--- src/rtl/dio_cfg_sequencer_if.sv ---
// Host command / DIO config strobe bundle for dio_cfg_sequencer.
// Latency: none, wiring only.
// Backpressure: cmd_valid/cmd_ready handshake; config_en is a strobe with no back-pressure.
interface dio_cfg_sequencer_if #(
    parameter int DWELL_W = 16
);
    logic               cmd_valid;
    logic               cmd_ready;
    logic [15:0]        cmd_data;
    logic [DWELL_W-1:0] cmd_dwell;
    logic               config_en;
    logic [15:0]        config_data;

    modport master (
        output cmd_valid, cmd_data, cmd_dwell,
        input  cmd_ready, config_en, config_data
    );

    modport slave (
        input  cmd_valid, cmd_data, cmd_dwell,
        output cmd_ready, config_en, config_data
    );
endinterface

--- src/rtl/dio_cfg_sequencer.sv ---
// Buffers {dwell, config word} entries and replays them as config_en strobes spaced dwell+1 cycles apart.
// Latency: push at edge k into an empty FIFO with run=1 -> config_en in the cycle after edge k+1.
// Backpressure: cmd_ready = !full (also low while looping and busy); optional replay mode under DIO_SEQ_LOOP_EN.
module dio_cfg_sequencer #(
    parameter int DEPTH   = 8,
    parameter int DWELL_W = 16
) (
    input  logic                       clk,
    input  logic                       rst_n,
`ifdef DIO_SEQ_LOOP_EN
    input  logic                       i_loop_mode,
`endif
    input  logic                       i_run,
    input  logic                       i_abort,
    dio_cfg_sequencer_if.slave         bus,
    output logic                       o_busy,
    output logic                       o_done,
    output logic [$clog2(DEPTH+1)-1:0] o_fifo_level
);
    localparam int AW = (DEPTH > 1) ? $clog2(DEPTH) : 1;
    localparam int LW = $clog2(DEPTH + 1);

    typedef struct packed {
        logic [DWELL_W-1:0] dwell;
        logic [15:0]        data;
    } entry_t;

    typedef enum logic [1:0] {ST_IDLE, ST_ISSUE, ST_DWELL} state_t;

    state_t             r_state;
    entry_t             r_mem [DEPTH];
    logic [AW-1:0]      r_wptr, r_rptr;
    logic [LW-1:0]      r_level;
    logic               r_full;
    logic [DWELL_W-1:0] r_dwell_cnt;
    logic               r_config_en;
    logic [15:0]        r_config_data;
    logic               r_busy;
    logic               r_done;

    logic               w_loop;
    logic               w_cmd_ready;
    logic               w_push;
    logic               w_pop;
    logic               w_repush;
    logic [AW-1:0]      w_rd_ptr;
    logic [LW-1:0]      w_rem;
    logic [LW-1:0]      w_lvl_nxt;
    logic               w_more;
    entry_t             w_cmd_entry;
    entry_t             w_nxt;
    entry_t             w_wr_entry;

`ifdef DIO_SEQ_LOOP_EN
    assign w_loop = i_loop_mode;
`else
    assign w_loop = 1'b0;
`endif

    // Host may not append while a loop is replaying, so the ring stays fixed.
    assign w_cmd_ready = !r_full && !(w_loop && r_busy);
    assign w_push      = bus.cmd_valid && w_cmd_ready && !i_abort;
    assign w_pop       = (r_state == ST_ISSUE);
    assign w_repush    = w_loop && w_pop;
    assign w_rd_ptr    = r_rptr + AW'(w_pop);
    assign w_rem       = r_level - LW'(w_pop);
    assign w_lvl_nxt   = r_level - LW'(w_pop) + LW'(w_push) + LW'(w_repush);
    assign w_more      = i_run && (w_lvl_nxt != '0);

    // Next entry to issue: stored entry after the pop, else the one being written this cycle.
    always_comb begin
        w_cmd_entry.dwell = bus.cmd_dwell;
        w_cmd_entry.data  = bus.cmd_data;
        w_wr_entry        = w_repush ? r_mem[r_rptr] : w_cmd_entry;
        if (w_rem != '0)
            w_nxt = r_mem[w_rd_ptr];
        else
            w_nxt = w_wr_entry;
    end

    // FIFO pointers, level and registered full flag; abort flushes everything.
    always_ff @(posedge clk or negedge rst_n) begin
        if (!rst_n) begin
            r_wptr  <= '0;
            r_rptr  <= '0;
            r_level <= '0;
            r_full  <= 1'b0;
        end else if (i_abort) begin
            r_wptr  <= '0;
            r_rptr  <= '0;
            r_level <= '0;
            r_full  <= 1'b0;
        end else begin
            if (w_push || w_repush)
                r_wptr <= r_wptr + 1'b1;
            if (w_pop)
                r_rptr <= r_rptr + 1'b1;
            r_level <= w_lvl_nxt;
            r_full  <= (w_lvl_nxt == LW'(DEPTH));
        end
    end

    // Entry storage; no reset needed since contents are only read when counted valid.
    always_ff @(posedge clk) begin
        if (!i_abort && (w_push || w_repush))
            r_mem[r_wptr] <= w_wr_entry;
    end

    // Sequencer FSM: strobe on ISSUE, count dwell, then chain, pause or finish.
    always_ff @(posedge clk or negedge rst_n) begin
        if (!rst_n) begin
            r_state       <= ST_IDLE;
            r_dwell_cnt   <= '0;
            r_config_en   <= 1'b0;
            r_config_data <= 16'h0;
            r_busy        <= 1'b0;
            r_done        <= 1'b0;
        end else if (i_abort) begin
            r_state     <= ST_IDLE;
            r_config_en <= 1'b0;
            r_busy      <= 1'b0;
            r_done      <= 1'b0;
        end else begin
            r_config_en <= 1'b0;
            r_done      <= 1'b0;
            case (r_state)
                ST_IDLE: begin
                    if (i_run && (r_level != '0)) begin
                        r_state       <= ST_ISSUE;
                        r_config_en   <= 1'b1;
                        r_config_data <= w_nxt.data;
                        r_dwell_cnt   <= w_nxt.dwell;
                        r_busy        <= 1'b1;
                    end
                end
                ST_ISSUE, ST_DWELL: begin
                    if ((r_state == ST_DWELL) && (r_dwell_cnt > DWELL_W'(1))) begin
                        r_dwell_cnt <= r_dwell_cnt - 1'b1;
                    end else if ((r_state == ST_ISSUE) && (r_dwell_cnt != '0)) begin
                        r_state <= ST_DWELL;
                    end else if (w_more) begin
                        r_state       <= ST_ISSUE;
                        r_config_en   <= 1'b1;
                        r_config_data <= w_nxt.data;
                        r_dwell_cnt   <= w_nxt.dwell;
                    end else begin
                        // Pausing on run=0 with entries left is not a drain.
                        r_state <= ST_IDLE;
                        r_busy  <= 1'b0;
                        r_done  <= (w_lvl_nxt == '0);
                    end
                end
                default: begin
                    r_state <= ST_IDLE;
                    r_busy  <= 1'b0;
                end
            endcase
        end
    end

    assign bus.cmd_ready   = w_cmd_ready;
    assign bus.config_en   = r_config_en;
    assign bus.config_data = r_config_data;
    assign o_busy          = r_busy;
    assign o_done          = r_done;
    assign o_fifo_level    = r_level;
endmodule

--- src/flat_wrapper.sv ---
// flat-port wrapper written by rule: the top's interface ports become plain ports
module dio_cfg_sequencer_flat 
#(
    parameter int DEPTH   = 8,
    parameter int DWELL_W = 16
)
  (clk, rst_n, i_run, i_abort, o_busy, o_done, o_fifo_level, bus_cmd_valid, bus_cmd_data, bus_cmd_dwell, bus_cmd_ready, bus_config_en, bus_config_data);
  dio_cfg_sequencer_if #(.DWELL_W(DWELL_W)) bus_i ();
  input  logic clk;
  input  logic rst_n;
  input  logic i_run;
  input  logic i_abort;
  output logic o_busy;
  output logic o_done;
  output logic [$clog2(DEPTH+1)-1:0] o_fifo_level;
  input wire logic [$bits(bus_i.cmd_valid)-1:0] bus_cmd_valid;
  input wire logic [$bits(bus_i.cmd_data)-1:0] bus_cmd_data;
  input wire logic [$bits(bus_i.cmd_dwell)-1:0] bus_cmd_dwell;
  output wire logic [$bits(bus_i.cmd_ready)-1:0] bus_cmd_ready;
  output wire logic [$bits(bus_i.config_en)-1:0] bus_config_en;
  output wire logic [$bits(bus_i.config_data)-1:0] bus_config_data;
  assign bus_i.cmd_valid = bus_cmd_valid;
  assign bus_i.cmd_data = bus_cmd_data;
  assign bus_i.cmd_dwell = bus_cmd_dwell;
  assign bus_cmd_ready = bus_i.cmd_ready;
  assign bus_config_en = bus_i.config_en;
  assign bus_config_data = bus_i.config_data;
  dio_cfg_sequencer #(.DEPTH(DEPTH), .DWELL_W(DWELL_W)) u_core (.clk(clk), .rst_n(rst_n), .i_run(i_run), .i_abort(i_abort), .bus(bus_i), .o_busy(o_busy), .o_done(o_done), .o_fifo_level(o_fifo_level));
endmodule
--- config.mk ---
export PLATFORM = sky130hd
export DESIGN_NAME = dio_cfg_sequencer_flat
export DESIGN_NICKNAME = d
export VERILOG_FILES = /design/src/rtl/dio_cfg_sequencer_if.sv /design/src/rtl/dio_cfg_sequencer.sv /design/src/flat_wrapper.sv
export SDC_FILE = /design/constraint.sdc
export NUM_CORES = 1
export LEC_CHECK = 0
export ABC_AREA = 1
export BUFFER_PORTS_ARGS = -buffer_cell sky130_fd_sc_hd__buf_2
export CAP_MARGIN = 40
export CORE_ASPECT_RATIO = 0.9
export CORE_MARGIN = 2
export CORE_UTILIZATION = 30
export CTS_CLUSTER_SIZE = 25
export DETAILED_ROUTE_END_ITERATION = 10
export GPL_TIMING_DRIVEN = 0
export PLACE_DENSITY_LB_ADDON = 0.3
export SLEW_MARGIN = 5
export SYNTH_ARGS = -nofsm -noshare
export SYNTH_HDL_FRONTEND = slang
export SYNTH_SLANG_ARGS = --single-unit
--- constraint.sdc ---
create_clock -name clk -period 4.6 [get_ports clk]
set_input_delay 0.46 -clock clk [delete_from_list [all_inputs] [get_ports clk]]
set_output_delay 0.46 -clock clk [all_outputs]
set_load 0.03 [all_outputs]
== Yosys cells after proc, flatten, opt, wreduce, memory -nomap -nowiden ==
Memory sizes are Yosys's and may differ from the RTL's.
Index checks and enable logic that the tools add are counted.
Word-level totals
  RAM bits: 256
  register bits after elaboration: 48
  memories kept: 1
  output and inout port bits: 24
  word-level logic and storage cells: 97
Memory list
  u_core.r_mem: depth 8, width 32, rd ports 1, clocked after memory_dff 0, write ports 1, line dio_cfg_sequencer.sv:31  | entry_t r_mem [DEPTH];
Cells by class
  $lt $le $gt $ge: 1
  eq/ne operators: 13
  bitwise logic cells: 1
  reductions and logical operators: 23
  mux-type cells: 42
  add/subtract/negate cells: 6
Operator list (number)
  $mux 16: 8
  $pmux 16 s2: 2
  $mux 32: 1
  $mux 1: 19
  $gt 16x1->1 const B: 1
  $reduce_bool 16->1: 1
  $sub 16x1->16 const B: 1
  $mux 3: 4
  $reduce_bool 4->1: 3
  $ne 3x3->1 const B: 3
  $mux 2: 4
  $logic_and 1x1->1: 7
  $add 3x1->3 const B: 2
  $ne 3x2->1 const B: 2
  $reduce_and 6->1: 1
  $reduce_bool 2->1: 3
  $reduce_and 5->1: 1
  $add 4x1->4: 1
  $eq 4x4->1 const B: 1
  $logic_not 4->1: 1
  $mux 4: 1
  $ne 2x1->1 const B: 2
  $ne 2x2->1 const B: 2
  $pmux 1 s2: 2
  other kinds (12): 13

== Logic depth before layout (Yosys ltp) ==
  word-level depth: 11
  gate-level depth with buffers: 18

== Worst setup path before layout ==
Ideal clock, no wire load.
  kind: register to register
  start point: register u_core.r_full
  end point: memory u_core.r_mem[0][0] (netlist bit) (enable)
  clock period less this slack: 2.799 ns
  path buffers: 0
  data arrival time: 2.378 ns
  required time: 4.179 ns
  slack: 1.801 ns
  cell stages (with the launch flop): 6
  path through: dfrtp_1 inv_1 nand2_1 nor2_1 nand2_1 nor2_1
Between the ends
  cells in the longest elaborated chain, start to end: 6
RTL lines
  start: declaration: line dio_cfg_sequencer.sv:34  | logic r_full;
  start signal: assignment: line dio_cfg_sequencer.sv:99  | r_full <= (w_lvl_nxt == LW'(DEPTH));
  $logic_not 1->1: line dio_cfg_sequencer.sv:61  | assign w_cmd_ready = !r_full && !(w_loop && r_busy);
  named net bus_cmd_ready: line flat_wrapper.sv:19  | output wire logic [$bits(bus_i.cmd_ready)-1:0] bus_cmd_ready;
  $logic_and 1x1->1 (2 in series): line dio_cfg_sequencer.sv:62  | assign w_push = bus.cmd_valid && w_cmd_ready && !i_abort;
  $logic_and 1x1->1: line dio_cfg_sequencer.sv:105  | if (!i_abort && (w_push || w_repush))
  $mux 1: line dio_cfg_sequencer.sv:105
  $mux 1 (not written as such): line dio_cfg_sequencer.sv:106  | r_mem[r_wptr] <= w_wr_entry;
  end: declaration: line dio_cfg_sequencer.sv:31
The timed path passes the listed nets, and every way through them passes these cells.

== Worst setup path in the final report ==
  start point: register u_core.r_state[1]
  end point: register u_core.r_config_data[8] (netlist: u_core.bus.config_data[8])
Between the ends
  cells in the longest elaborated chain, start to end: 8
RTL lines
  start: declaration: line dio_cfg_sequencer.sv:30  | state_t r_state;
  start signal: assignment: line dio_cfg_sequencer.sv:112  | r_state <= ST_IDLE;
  start signal: assignment: line dio_cfg_sequencer.sv:119  | r_state <= ST_IDLE;
  start signal: assignment: line dio_cfg_sequencer.sv:129  | r_state <= ST_ISSUE;
  parallel branches: the longest is 8 deep, another holds $sub 4x1->4
  end signal: assignment: line dio_cfg_sequencer.sv:131  | r_config_data <= w_nxt.data;
  end signal: assignment: line dio_cfg_sequencer.sv:144  | r_config_data <= w_nxt.data;
  end: declaration: line dio_cfg_sequencer.sv:37  | logic [15:0] r_config_data;
Parallel ways; which one is timed is not known. The select of a mux whose other input is x is not followed.
A chain may end at the register's enable or synchronous reset.

==> results.md <==
- Setup slack after layout: roughly 1.6 ns
- Vias in the first global route: between 9000 and 10000
- CTS Buffer Depth: 3
- Slew @ Worst Pin: about 0.73 ns
- Rows: between 70 and 80
- GRT Total Usage: roughly 15%
- Slew Limit Headroom: between 50% and 60%
- Fraction of layout cells with a size suffix above 1: between 15 and 20%
- Postcts setup bufs: 0
- Worst-path maximum fanout: 10
- Worst Setup End Kind: flop
- First-iteration detailed-routing DRC count: slightly below 700
- Dpl ws: between 1.5 and 2 ns
- Sequential element share of the synthesized area: 66.1%
- Routability congestion estimate: 0.775
- Die area: between 40000 and 50000 um2
- Final setup skew: between 0.01 and 0.015 ns
- Async set or reset register ratio after synthesis: between 15 and 20%
- Leading post-synthesis cells by cell area: edfxtp_1, dfrtp_1, nand2_1
- Worst Setup Path Type: reg2reg
- Final Util: between 30% and 40%
- PwrDens: between 700 and 800 nW/um2
- WL per Instance: 17.5 um
- DP HPWL: 23.6 mm
- Starting density of the core: a little under a third
- Synth Cell Area: between 10000 and 15000 um2
- Area after DPL: approximately 15000 um2
- Clock slew at reported path FFs: 0.06 ns
- Total power: 11300 uW
- Status: finished clean
- CTS Buf Count: 31
- RSZ-0062 raised after global routing: no
- Layout area overhead: 17.1%
- Vias per cell: roughly 4.6
- Setup violators final: 0
- Number of max-cap violations: 0
- Total negative slack: 0 ns
- Initial antenna violation count: 0
- VDD IR max: 0.376 mV
- Fin crit share: 65.9%
- I/O pin cnt: 61
- Largest net degree at the start of global routing: 26
- Synth area leader: edfxtp_1
- Core Area: ~44000 um2
- Final Slew Violations: 0
- Synth Flop Type: edfxtp_1
- Fmax: 330 MHz
- Netlist cell types: 38
- Overall die height: around 200 um
- Fin nets: around 1400
- Most frequent cells in the layout: nand2_1, edfxtp_1, nor2_1, nand3_1, buf_2
- Initial DRT Pass Iterations: 6
- Final worst path period need: just over 3 ns
- Worst EP arrival: 3.50 ns
- Final Hold Vio Count: 0
- Clk root buf: clkbuf_16
- WP data required: ~5.1 ns
- Ys Warns: 0
- CTS tree: done
- Clk Latency, worst-skew pair: ~0.58 ns
- Die width: approximately 230 um
- Hold Crit Class: in2reg
- Post-route design area: between 15000 and 20000 um2
- Syn Nets: 1309
- Inserted Diodes: 0
- Clock sinks: about 300
- Mean post-synth cell area: between 10 and 15 um2
- H-tree depth: 1
- Worst setup SP type: flop
- FF+latch count, synth: between 300 and 400
- Gr ovfl total: 0
- # DRC: 0
- Leak Pwr: just over 0.006 uW
- Final WL: 34.8 mm
- I/O Buffers: 60
- Global-route wire length before repair: 53.4 mm
- Cells after synthesis: ~1300
- Post-synth EDFFs: 256
- Most common cell after layout, fill and taps aside: nand2_1
- DRT antenna net count: 0
- Synth top area share: approximately 57%
- Vias: 9215
==> where the power goes <==
| group | total [uW] | leakage (uW) | internal [uW] | switching, uW |
|---|---|---|---|---|
| registers | 3420 | 0.00292 | 3250 | 175 |
| logic | 5440 | 0.00270 | 1680 | 3760 |
| clock network | 2390 | 0.000460 | 1340 | 1050 |
==> critical path, cell delays in order, from the launching register on <==
cell,delay [ns]
dfrtp_1,0.39
inv_1,0.09
ha_1,0.26
ha_1,0.21
ha_1,0.42
buf_2,0.33
buf_1,0.56
nor2_1,0.09
o21ai_0,0.09
nand2_1,0.08
nand2_1,0.06
nand2_1,0.05
o22ai_1,0.23
o21ai_2,0.08
==> Yosys cell counts (15+ instances only) <==
| cell | n |
|---|---|
| buf_2 | 30 |
| nand3_1 | 116 |
| o21ai_2 | 16 |
| o21ai_0 | 87 |
| dfrtp_1 | 48 |
| inv_1 | 36 |
| nor2_1 | 182 |
| nand2_1 | 320 |
| a21oi_1 | 23 |
| nand2_2 | 29 |
| edfxtp_1 | 256 |
| o22ai_1 | 15 |
==> per-stage QoR <==
step	std cells	hold slack [ns]
after floorplan	1258	0.164
after global placement	1918	0.461
after detailed placement	1927	0.465
after CTS	1986	0.159
after global routing	1986	0.167
final	1986	0.174
==> per-layer routing <==
metal	vias up	share of wire, %	GRT usage, %
li1	4505	-	-
met1	4434	46	21.1
met2	238	46	24.6
met3	38	5.8	1.99
met4	0	2.0	3.83
met5	-	0	0
==> what timing repair did <==
| item | CTS | global route |
|---|---|---|
| resized for setup | 0 | 0 |
| hold endpoints to repair | 24 | 0 |
| hold buffers | 1 | 0 |
==> layout make-up <==
class,count,area [um2]
Clock buffer,36,795
Inverter,42,165
Buffer,63,344
Timing Repair Buffer,70,528
Multi-Input combinational cell,849,4120
Sequential cell,304,8890
Clock inverter,22,163
Tap cell,600,751
Fill cell,4410,28500
==> worst paths after layout <==
kind	depth (start not counted)	to	from	slack (ns)
min reg2reg	2	u_core.bus.config_data[11]$_DFFE_PN0P_	u_core.bus.config_data[11]$_DFFE_PN0P_	0.47
max in group asynchronous	3	u_core.bus.config_data[14]$_DFFE_PN0P_	rst_n	3.56
max reg2reg	13	u_core.bus.config_data[8]$_DFFE_PN0P_	u_core.r_state[1]$_DFFE_PN0P_	1.57
max	13	u_core.bus.config_data[8]$_DFFE_PN0P_	u_core.r_state[1]$_DFFE_PN0P_	1.57
min in group asynchronous	2	u_core.r_dwell_cnt[10]$_DFFE_PN0P_	rst_n	0.45
min	1	u_core.r_mem[5][27]$_DFFE_PP_	bus_cmd_dwell[11]	0.17
==> kinds of logic after synthesis <==
family,Yosys count,share of synthesized area [%]
XOR/XNOR,15,1.12
flip-flops,304,66.1
adder cells (fa/ha/maj),14,1.30
AND/OR/NAND/NOR,673,21.5
buffers and inverters,105,3.78
AO/OA/AOI/OAI,147,6.25
==> state kept, by name, indices dropped and copies added (netlist names) <==
register,count
u_core.r_wptr,3
u_core.bus.config_data,16
u_core.o_busy,1
u_core.r_mem,256
u_core.o_fifo_level,4
u_core.o_done,1
u_core.r_state,2
u_core.r_dwell_cnt,16
u_core.r_rptr,3
u_core.r_full,1
u_core.bus.config_en,1
(Power assumes the default switching activity.)
